### src/rtl/fadd_issue_ctrl.sv
// ---------------------------------------------------------------------------
// fadd_issue_ctrl
// Round-robin issue controller that shares one pipelined fp16 add/sub
// datapath (align -> calc -> normalize) between NREQ requesters.  It owns the
// request handshake, the operand issue register (datapath stage 0), the
// per-stage valid/ID tracking, the global stall and the result return.
// Operand and result data are passed through untouched.
//
// Ports
//   clk, rst            clock; synchronous active-high reset
//   req_valid/ready     per-requester handshake (at most one ready bit high)
//   req_a, req_b        packed operands, requester i at [16*i+15:16*i]
//   req_sub             per-requester op select (1 = a-b)
//   dp_a, dp_b, dp_sub  issue register outputs into the datapath align stage
//   dp_en               enable for every datapath pipeline register
//   dp_res              datapath result of the op in the last stage
//   res_valid/ready     result handshake
//   res_data, res_id    result value and originating requester index
//
// Optional feature: define FADD_ISSUE_PERF_EN to add the free-running
// counters perf_issue (accepts) and perf_stall (stalled cycles).
// ---------------------------------------------------------------------------
module fadd_issue_ctrl #(
  parameter int NREQ  = 2,
  parameter int IDW   = 1,
  parameter int DEPTH = 3
) (
  input  logic              clk,
  input  logic              rst,
  input  logic [NREQ-1:0]   req_valid,
  output logic [NREQ-1:0]   req_ready,
  input  logic [16*NREQ-1:0] req_a,
  input  logic [16*NREQ-1:0] req_b,
  input  logic [NREQ-1:0]   req_sub,
  output logic [15:0]       dp_a,
  output logic [15:0]       dp_b,
  output logic              dp_sub,
  output logic              dp_en,
  input  logic [15:0]       dp_res,
  output logic              res_valid,
  output logic [15:0]       res_data,
  output logic [IDW-1:0]    res_id,
  input  logic              res_ready
`ifdef FADD_ISSUE_PERF_EN
  ,
  output logic [31:0]       perf_issue,
  output logic [31:0]       perf_stall
`endif
);

  logic [DEPTH-1:0] r_v;
  logic [IDW-1:0]   r_id [DEPTH];
  logic [IDW-1:0]   r_rr_ptr;
  logic [15:0]      r_dp_a;
  logic [15:0]      r_dp_b;
  logic             r_dp_sub;

  logic [NREQ-1:0]  w_grant;
  logic [IDW-1:0]   w_gnt_idx;
  logic             w_any;
  logic             w_stall;
  logic             w_dp_en;
  logic             w_accept;
  logic [IDW-1:0]   w_next_ptr;
  logic [15:0]      w_sel_a;
  logic [15:0]      w_sel_b;
  logic             w_sel_sub;

  function automatic logic [IDW-1:0] f_wrap(input int n);
    return IDW'(n % NREQ);
  endfunction

  // Global stall: a held result freezes the whole pipe, bubbles included.
  assign w_stall = r_v[DEPTH-1] & ~res_ready;
  assign w_dp_en = ~w_stall;

  // First valid requester scanning upward from rr_ptr, wrapping at NREQ.
  always_comb begin
    w_grant   = '0;
    w_gnt_idx = '0;
    w_any     = 1'b0;
    for (int k = 0; k < NREQ; k++) begin
      if (!w_any && req_valid[f_wrap(int'(r_rr_ptr) + k)]) begin
        w_any     = 1'b1;
        w_gnt_idx = f_wrap(int'(r_rr_ptr) + k);
      end
    end
    if (w_any) begin
      w_grant[w_gnt_idx] = 1'b1;
    end
  end

  assign w_accept   = w_any & w_dp_en;
  assign w_next_ptr = f_wrap(int'(w_gnt_idx) + 1);
  assign w_sel_a    = req_a[16*w_gnt_idx +: 16];
  assign w_sel_b    = req_b[16*w_gnt_idx +: 16];
  assign w_sel_sub  = req_sub[w_gnt_idx];

  always_ff @(posedge clk) begin
    if (rst) begin
      r_v      <= '0;
      r_rr_ptr <= '0;
      r_dp_a   <= 16'h0000;
      r_dp_b   <= 16'h0000;
      r_dp_sub <= 1'b0;
      for (int k = 0; k < DEPTH; k++) begin
        r_id[k] <= '0;
      end
    end else if (w_dp_en) begin
      for (int k = 1; k < DEPTH; k++) begin
        r_v[k]  <= r_v[k-1];
        r_id[k] <= r_id[k-1];
      end
      r_v[0] <= w_accept;
      if (w_accept) begin
        r_dp_a   <= w_sel_a;
        r_dp_b   <= w_sel_b;
        r_dp_sub <= w_sel_sub;
        r_id[0]  <= w_gnt_idx;
        r_rr_ptr <= w_next_ptr;
      end
    end
  end

  assign req_ready = w_dp_en ? w_grant : '0;
  assign dp_a      = r_dp_a;
  assign dp_b      = r_dp_b;
  assign dp_sub    = r_dp_sub;
  assign dp_en     = w_dp_en;
  assign res_valid = r_v[DEPTH-1];
  assign res_id    = r_id[DEPTH-1];
  assign res_data  = dp_res;

`ifdef FADD_ISSUE_PERF_EN
  logic [31:0] r_perf_issue;
  logic [31:0] r_perf_stall;

  // Free-running, wrap modulo 2**32.
  always_ff @(posedge clk) begin
    if (rst) begin
      r_perf_issue <= '0;
      r_perf_stall <= '0;
    end else begin
      if (w_accept) r_perf_issue <= r_perf_issue + 32'd1;
      if (w_stall)  r_perf_stall <= r_perf_stall + 32'd1;
    end
  end

  assign perf_issue = r_perf_issue;
  assign perf_stall = r_perf_stall;
`endif

endmodule
### config.mk
export PLATFORM = sky130hd
export DESIGN_NAME = fadd_issue_ctrl
export DESIGN_NICKNAME = d
export VERILOG_FILES = /design/src/rtl/fadd_issue_ctrl.sv
export SDC_FILE = /design/constraint.sdc
export NUM_CORES = 1
export LEC_CHECK = 0
export CAP_MARGIN = 20
export CORE_MARGIN = 5
export CORE_UTILIZATION = 34
export CTS_CLUSTER_DIAMETER = 40
export DETAILED_ROUTE_END_ITERATION = 12
export PLACE_DENSITY = 0.79
export SYNTH_ARGS = -nofsm -noshare
export SYNTH_HDL_FRONTEND = slang
export SYNTH_SLANG_ARGS = --single-unit
### constraint.sdc
create_clock -name clk -period 1.6 [get_ports clk]
set_clock_uncertainty 0.05 [all_clocks]
set_input_delay 0.32 -clock clk [delete_from_list [all_inputs] [get_ports clk]]
set_output_delay 0.32 -clock clk [all_outputs]
set_load 0.01 [all_outputs]
==> run_results.csv <==
group,metric,value,unit
run_status,status,"finished clean",
synthesis,synth-simple-area-share,5.05,%
pwr,clockPowerShare,29.3,%
routing,via_per_inst,4.71,
pwr,pwr-share-comb,25.2,%
worst_setup_path,critPathMaxStageDelay,0.55,ns
worst_setup_path,crit_buf_inv,1,
clocking,cts_buffers,5,
routing,drcViolationCount,0,
synthesis,ys_seq_area_share,44.1,%
sta,drv_slew,0,
worst_setup_path,crit_family,"buffers and inverters",
worst_setup_path,crit_path_end_kind,"primary output",
synthesis,yosysWarningCount,0,
worst_setup_path,critPathKind,"reg2out",
synthesis,synth_xor_area_share,0,%
grt,grt_max_degree,26,
worst_setup_path,critPathRequiredTime,1.23,ns
sta,rsz0062_at_grt,"false",
synthesis,yosys.area_share.adder,0,%
pwr,p_int,1890,uW
sta,fmax,0.642,GHz
worst_setup_path,slowest_stage,"clkdlybuf4s50_1",
clocking,cts.sinks,40,
synthesis,synth_top_family_by_area,"compound AO/OA/AOI/OAI gates",
synthesis,synth_area,1880,um2
pwr,static-leakage-power,0.00147,uW
clocking,clk_pin_slew,0.07,ns
routing,ant_nets,0,
worst_setup_path,cp-start-kind,"register",
placement,hpwlAfterDp,3900,um
worst_setup_path,r2r_start,"r_rr_ptr",
sta,hold_violations,0,
synthesis,synth_compound_area_share,19.3,%
synthesis,synth_edf_count,3,
placement,io_buffers,108,
die,die_area,7120,um2
pwr,ir_drop,0.000496,V
sta,period_needed,1.56,ns
grt,track_usage,14.1,%
worst_setup_path,r2r-end,"dp_a[7]",
worst_setup_path,r2r_cells,4,
die,start_util,34.6,%
synthesis,synth_mux_area_share,17.6,%
sta,setup_viol,0,
pwr,seqPwrFrac,45.5,%
worst_setup_path,crit_chain,"clkdlybuf4s50_1",
worst_hold_path,hp-start,"dp_a[4]",
placement,gp_congestion,0.683,
sta,maxSlewHeadroom,72.6,%
worst_hold_path,hold_depth,1,
cells_and_area,syn2layout_area_growth,64.4,%
die,io_pins,141,
worst_setup_path,cp_max_fo,2,
placement,post-place-ws,-0.477,ns
grt,overflow,0,
synthesis,ys_seq_elements,40,
grt,grt_pass1_vias,1727,
sta,worst_pin_slew,0.411,ns
clocking,clockRootBuffer,"clkbuf_8",
die,coreArea,5440,um2
cells_and_area,final_nets,347,
clocking,cts.path.max_buffers,2,
worst_hold_path,hold_path.class,"reg2reg",
cells_and_area,finalNonFillerCells,333,
grt,grt_pass1_wl,8170,um
synthesis,syn_nets,246,
die,rows,27,
clocking,clk_latency,0.29,ns
cells_and_area,layout-drive-gt1-share,14.6,%
worst_setup_path,crit_arrival,1.19,ns
synthesis,synth_cells,159,
synthesis,synthArstFlopShare,0,%
cells_and_area,num_antenna_cells,0,
synthesis,ys_types,22,
clocking,cts-hold-fix-buffers,0,
cells_and_area,nFillCells,470,
routing,firstDrtPassIters,4,
clocking,htreeDepth,2,
die,fp.dieH,84.4,um
grt,antenna_found_initial,0,
routing,post_drt_wl_per_cell,14.6,um
job,cap_violations,0,
synthesis,syn_avg_cell_area,11.8,um2
worst_hold_path,hold_path_end,"dp_a[4]",
worst_setup_path,reg2reg_slack,0.16,ns
sta,fin_crit_sh,97.4,%
clocking,cts_tree,"done",
routing,routed_wirelength,4850,um
routing,num_vias,1569,
pwr,switching_power,614,uW
placement,post-place-cells,324,
synthesis,synth_flop_cell,"dfxtp_1",
die,die_x,84.4,um
pwr,powerDensity,810,nW/um2
sta,setup_slack,0.0420,ns
pwr,p_sw_share,24.5,%
routing,drt_iter0_markers,33,
-- kinds of logic after synthesis --
| kind of cell | after synthesis |
|---|---|
| buf+inv | 32 |
| mux | 33 |
| simple gates | 16 |
| flops | 40 |
| compound gates | 38 |
-- layout by cell type (no fill, tap or decap), drive strengths merged --
| cell type | netlist | layout |
|---|---|---|
| a21oi | 1 | 1 |
| a22o | 1 | 1 |
| and2 | 3 | 3 |
| buf | 28 | 17 |
| clkbuf | 0 | 7 |
| clkdlybuf4s50 | 0 | 88 |
| clkinv | 0 | 1 |
| dfxtp | 37 | 37 |
| dlygate4sd2 | 0 | 3 |
| dlymetal6s2s | 0 | 14 |
| edfxtp | 3 | 3 |
| inv | 4 | 4 |
| mux2i | 33 | 33 |
| nand2b | 1 | 1 |
| nor2 | 9 | 9 |
| nor2b | 1 | 1 |
| nor3 | 2 | 2 |
| o21ai | 3 | 3 |
| o2bb2ai | 33 | 33 |
-- synthesized netlist by cell type, types with 3 or more instances --
library cell / number / area, um2
dfxtp_1: 37 / 741
o2bb2ai_1: 27 / 236
buf_2: 3 / 15.0
mux2i_1: 33 / 330
and2_1: 3 / 18.8
edfxtp_1: 3 / 90.1
buf_4: 20 / 150
inv_1: 3 / 11.3
nor2_1: 6 / 22.5
o2bb2ai_2: 6 / 90.1
buf_12: 3 / 60.1
-- how the worst max path moves through the flow --
stage                     depth (start not counted)         start  slack [ns]           end
after CTS                                         1        dp_sub        0.01        dp_sub
after detailed placement                          5  req_valid[0]       -0.48  req_ready[0]
after global placement                            5  req_valid[0]       -0.47  req_ready[0]
after floorplan                                   6        r_v[2]        0.22    r_id[0][0]
after global routing                              1      dp_a[12]       0.001      dp_a[12]
final                                             1       dp_a[0]        0.04       dp_a[0]
-- layer usage --
layer	vias up	wire, um	GRT usage (%)
li1	762	-	-
met1	726	1800	13.8
met2	72	2370	25.0
met3	9	603	8.15
met4	0	77	4.17
met5	-	0	0
-- power groups by stage --
stage	clock (uW)	combinational (uW)	sequential [uW]
after global placement	0	642	1160
after global routing	814	681	1150
after detailed placement	0	654	1160
after CTS	759	650	1140
final	735	631	1140
after floorplan	0	274	1190
-- layout make-up --
| type | instances | area [um2] | area share, % |
|---|---|---|---|
| clock buffer | 7 | 97.6 | 3.15 |
| clock inverter | 1 | 5.00 | 0.162 |
| inverter | 4 | 15.0 | 0.485 |
| multi-input combinational | 87 | 803 | 26.0 |
| sequential | 40 | 831 | 26.8 |
| tap | 72 | 90.1 | 2.91 |
| timing repair buffer | 122 | 1250 | 40.5 |
-- timing repair --
action,CTS,global route
gates cloned,0,0
endpoints found under the hold margin,0,0
endpoints found under the setup margin,28,16
buffers inserted,1,0
gates resized for setup,16,15
pin swaps,1,0
-- registers in the layout (all words and copies together), names as in the netlist --
register and cells:
dp_a 16, dp_b 16, dp_sub 1, r_id 3, r_rr_ptr 1, r_v 3
-- per-stage QoR --
step / hold slack, ns / util (%) / total power, uW / TNS, ns / cell area (um2)
detailed placement: 0.397 / 54.4 / 1820 / -11.59 / 2960
CTS: 0.418 / 56.2 / 2550 / 0 / 3050
floorplan: 0.391 / - / 1470 / 0 / 1880
finish: 0.415 / 56.9 / 2500 / 0 / 3090
global placement: 0.393 / 54.4 / 1800 / -10.51 / 2960
global route: 0.436 / 56.9 / 2650 / 0 / 3090
No activity file was read; power rests on OpenSTA's default activity.
